File: config.mk
export PLATFORM = sky130hd
export DESIGN_NAME = uart_rx
export DESIGN_NICKNAME = d
export VERILOG_FILES = /design/src/rtl/uart_rx.sv
export SDC_FILE = /design/constraint.sdc
export NUM_CORES = 1
export LEC_CHECK = 0
export BUFFER_PORTS_ARGS = -buffer_cell sky130_fd_sc_hd__buf_2
export CAP_MARGIN = 20
export CORE_ASPECT_RATIO = 0.9
export CORE_MARGIN = 5
export CORE_UTILIZATION = 50
export CTS_CLUSTER_DIAMETER = 120
export CTS_CLUSTER_SIZE = 14
export DETAILED_ROUTE_END_ITERATION = 10
export PLACE_DENSITY_LB_ADDON = 0.3
export SYNTH_ARGS = -nofsm -noshare
export SYNTH_HDL_FRONTEND = slang
export SYNTH_SLANG_ARGS = --single-unit
File: constraint.sdc
create_clock -name clk -period 2.1 [get_ports clk]
set_input_delay 0.21 -clock clk [delete_from_list [all_inputs] [get_ports clk]]
set_output_delay 0.21 -clock clk [all_outputs]
set_load 0.01 [all_outputs]
File: src/rtl/uart_rx.sv
// 8N1 UART receiver (LSB first, no parity) with a 2-FF input synchroniser,
// mid-bit sampling, false-start rejection, framing-error flag and break hold-off.
module uart_rx #(
  parameter int CLKS_PER_BIT = 1250
) (
  input  logic       clk,
  input  logic       rst,
  input  logic       rx,
  output logic [7:0] rx_data,
  output logic       rx_valid,
  output logic       rx_busy,
  output logic       frame_err
);

  typedef enum logic [2:0] {
    IDLE    = 3'd0,
    START   = 3'd1,
    DATA    = 3'd2,
    STOP    = 3'd3,
    CLEANUP = 3'd4,
    BREAK   = 3'd5
  } state_t;

  localparam logic [31:0] HALF = 32'((CLKS_PER_BIT - 1) / 2);
  localparam logic [31:0] LAST = 32'(CLKS_PER_BIT - 1);

  logic        rx_meta;
  logic        rx_s;
  state_t      state, state_next;
  logic [31:0] clk_count, clk_count_next;
  logic [2:0]  bit_index, bit_index_next;
  logic [7:0]  shift, shift_next;
  logic [7:0]  rx_data_next;
  logic        rx_valid_next;
  logic        frame_err_next;

  // Synchroniser resets to the idle level so a reset never looks like a start bit.
  always_ff @(posedge clk) begin
    if (rst) begin
      rx_meta <= 1'b1;
      rx_s    <= 1'b1;
    end else begin
      rx_meta <= rx;
      rx_s    <= rx_meta;
    end
  end

  // NOTE: sequential state uses non-blocking assignments so every register
  // samples the values from before the clock edge, independent of statement order.
  always_ff @(posedge clk) begin
    if (rst) begin
      state     <= IDLE;
      clk_count <= '0;
      bit_index <= '0;
      shift     <= '0;
      rx_data   <= '0;
      rx_valid  <= 1'b0;
      frame_err <= 1'b0;
    end else begin
      state     <= state_next;
      clk_count <= clk_count_next;
      bit_index <= bit_index_next;
      shift     <= shift_next;
      rx_data   <= rx_data_next;
      rx_valid  <= rx_valid_next;
      frame_err <= frame_err_next;
    end
  end

  always_comb begin
    // NOTE: every output of this block is given a default first, so no path
    // through the case statement leaves a signal unassigned and infers a latch.
    state_next     = state;
    clk_count_next = clk_count;
    bit_index_next = bit_index;
    shift_next     = shift;
    rx_data_next   = rx_data;
    rx_valid_next  = 1'b0;
    frame_err_next = 1'b0;

    case (state)
      IDLE: begin
        clk_count_next = '0;
        bit_index_next = '0;
        if (!rx_s) state_next = START;
      end

      START: begin
        if (clk_count == HALF) begin
          clk_count_next = '0;
          state_next     = rx_s ? IDLE : DATA;
        end else begin
          clk_count_next = clk_count + 32'd1;
        end
      end

      DATA: begin
        if (clk_count == LAST) begin
          clk_count_next        = '0;
          shift_next[bit_index] = rx_s;
          if (bit_index == 3'd7) begin
            bit_index_next = '0;
            state_next     = STOP;
          end else begin
            bit_index_next = bit_index + 3'd1;
          end
        end else begin
          clk_count_next = clk_count + 32'd1;
        end
      end

      STOP: begin
        if (clk_count == LAST) begin
          clk_count_next = '0;
          if (rx_s) begin
            rx_data_next  = shift;
            rx_valid_next = 1'b1;
            state_next    = CLEANUP;
          end else begin
            frame_err_next = 1'b1;
            state_next     = BREAK;
          end
        end else begin
          clk_count_next = clk_count + 32'd1;
        end
      end

      CLEANUP: state_next = IDLE;

      // A line held low after a bad stop bit must not be re-read as a new start.
      BREAK: begin
        clk_count_next = '0;
        if (rx_s) state_next = IDLE;
      end

      default: state_next = IDLE;
    endcase
  end

  assign rx_busy = (state != IDLE);

endmodule

==> impl_metrics.tcl <==
set metrics [dict create \
    drc 0 \
    grt_overflow 0 \
    ys_ff_latch 58 \
    startpoint_type "flip-flop" \
    synth_nets 341 \
    htree_levels 3 \
    grt_usage_pct 18.78 \
    num_io_pins 14 \
    gp_congestion 0.8441 \
    cp-end-kind "flip-flop" \
    dieArea_um2 7228 \
    clk_pin_slew_ns 0.06 \
    p_leak_nw 1.225 \
    root_buffer "clkbuf_8" \
    dp_hpwl_mm 4.276 \
    final_hold_viol_count 0 \
    synth_area_leaders "dfxtp_1 41%, nor2_1 6.8%, mux2i_1 6.8%, xor2_1 5.6%, nand2_1 4.7%" \
    synthTopCellsByCount "58 x dfxtp_1, 51 x nor2_1, 35 x nand2_1, 20 x nand3_1" \
    required_ns 2.32 \
    final.min_clock_period_ns 1.984 \
    initial_core_util_pct 52.58 \
    worst_slew_pin_slew_ns 0.6343 \
    clock_latency_ns 0.34 \
    synth_cells 333 \
    synthFlopType "dfxtp_1" \
    rsz0062_at_grt "no" \
    ant_nets 0 \
    grt_pass1_vias 2306 \
    fp.dieH_um 81.16 \
    status "completed" \
    vias 2442 \
    yosysTopAreaCell "dfxtp_1" \
    cts_made_buffers 9 \
    wl_mm 6.094 \
    post_cts_resized 0 \
    holdWs_ns 0.05581 \
    grt_pass1_wl_mm 10.59 \
    yosysMostFrequentCell "dfxtp_1" \
    clock_sinks 58 \
    ctsHoldBuffers 0 \
    finalPower_mw 2.145 \
    first_pass_iters 4 \
    fin_worst_skew_ns 0.008178 \
    core_area_um2 5349 \
    fmax_mhz 503.9 \
    irDropWorstVdd_v 0.0004177 \
    wl_per_cell_um 14.04 \
    yosysTopAreaCellShare_pct 41.28 \
    diodes 0 \
    async_flop_share_pct 0 \
    drive_gt1_share_pct 17.17 \
    cts_setup_buffers 0 \
    row_count 25 \
    syn_to_final_growth_pct 17.08 \
    synth_enable_flop_cells 0 \
    worstSetupPathType "flip-flop to flip-flop" \
    fin_setup_tns_ns 0 \
    antenna_found_initial 0 \
    drv_cap 0 \
    min_path_type "input pin to flip-flop" \
    max-clock-path-buffers 2 \
    cts_tree "done" \
    syn_area_per_cell_um2 8.447 \
    p_per_area_nw_per_um2 651.2 \
    io_buffer_count 13 \
    synth_seq_area_share_pct 41.28 \
    setup_viol 0 \
    crit_path_max_fanout 8 \
    viasPerCell 5.627 \
    yosysWarnings 0 \
    finalCritPeriodShare_pct 94.49 \
    netlist_area_um2 2813 \
    ys_types 43 \
    die_w_um 89.06 \
    fin_nets 371 \
    maxSlewHeadroom_pct 57.66 \
    crit_arrival_ns 2.21 \
    grt_max_degree 20 \
    initialDrtViolationCount 133 \
    slew_viol_final 0 \
]
-- through the flow --
| stage | cell area (um2) | utilization [%] | setup WS, ns | std cells |
|---|---|---|---|---|
| after floorplan | 2813 | - | 0.01966 | 333 |
| after global placement | 3100 | 57.96 | 0.1525 | 419 |
| after detailed placement | 3100 | 57.96 | 0.1321 | 419 |
| after CTS | 3286 | 61.43 | 0.1249 | 434 |
| after global routing | 3293 | 61.57 | 0.01922 | 434 |
| final | 3293 | 61.57 | 0.1156 | 434 |
-- final timing paths --
check	from	slack, ns	cells past startpoint	endpoint
max	clk_count[5]	0.12	6	rx_data[3]
min	rx	0.06	2	rx_meta
max reg2reg	clk_count[5]	0.12	6	rx_data[3]
min reg2reg	rx_meta	0.42	1	rx_s
-- cell usage in the layout, fill, tap and decap left out, types with 2 or more instances in the layout --
cell type,synthesis,final
nand3_1,20,20
and4_1,3,3
buf_4,0,23
ha_1,5,5
buf_12,0,2
nand4_1,19,19
inv_1,7,6
nand2_1,35,35
clkbuf_8,0,10
clkinv_2,0,2
nor3_1,7,7
clkbuf_1,12,2
xor2_1,18,18
o21ai_0,5,5
nand4b_1,4,4
or3_1,2,2
xnor2_1,10,10
a21oi_1,5,5
and3_1,5,5
dfxtp_1,58,57
mux2i_1,19,19
or2_2,4,4
a2111oi_2,2,2
nand2b_1,2,2
a31oi_1,4,4
nor4_1,10,9
nor2_1,51,51
and2_1,2,2
buf_2,5,13
-- flip-flops by register name, indices dropped and copies added, names as in the netlist --
name       flops
state          3
frame_err      1
rx_valid       1
clk_count     32
rx_s           1
rx_data        8
bit_index      3
rx_meta        1
shift          8
-- cell type report --
class	instances	area, um2
Timing Repair Buffer	38	277.8
Inverter	7	26.28
Clock buffer	12	145.1
Tap cell	67	83.83
Sequential cell	58	1162
Fill cell	464	2056
Clock inverter	3	40.04
Multi-Input combinational cell	249	1558
-- critical path, stage by stage, from the launching register on --
cell,delay [ns]
dfxtp_1,0.46
nand2_1,0.11
or4_4,0.57
nor4_4,0.32
buf_12,0.18
mux2i_1,0.19
nor2_1,0.05
-- metal layers --
metal | vias to the layer above | global-route usage [%] | share of wire, %
li1 | 1232 | - | -
met5 | - | 0 | 0
met1 | 1147 | 25.76 | 49
met2 | 53 | 27.82 | 44
met3 | 10 | 5.578 | 5.8
met4 | 0 | 6.994 | 1.2
-- kinds of logic after synthesis --
| family | synth area share (%) |
|---|---|
| multiplexers | 6.761 |
| AND/OR/NAND/NOR | 30.47 |
| XOR/XNOR | 8.719 |
| adder cells (fa/ha/maj) | 2.224 |
| buffers and inverters | 3.692 |
| flip-flops | 41.28 |
| AO/OA/AOI/OAI | 6.851 |
-- report_power, final --
part           switching (mW)  internal [mW]  leakage, nW
logic                  0.0321         0.0152        0.660
registers             0.00279           1.10        0.468
clock network           0.421          0.570       0.0962
total                   0.456           1.69         1.22
No activity file was read; power rests on OpenSTA's default activity.
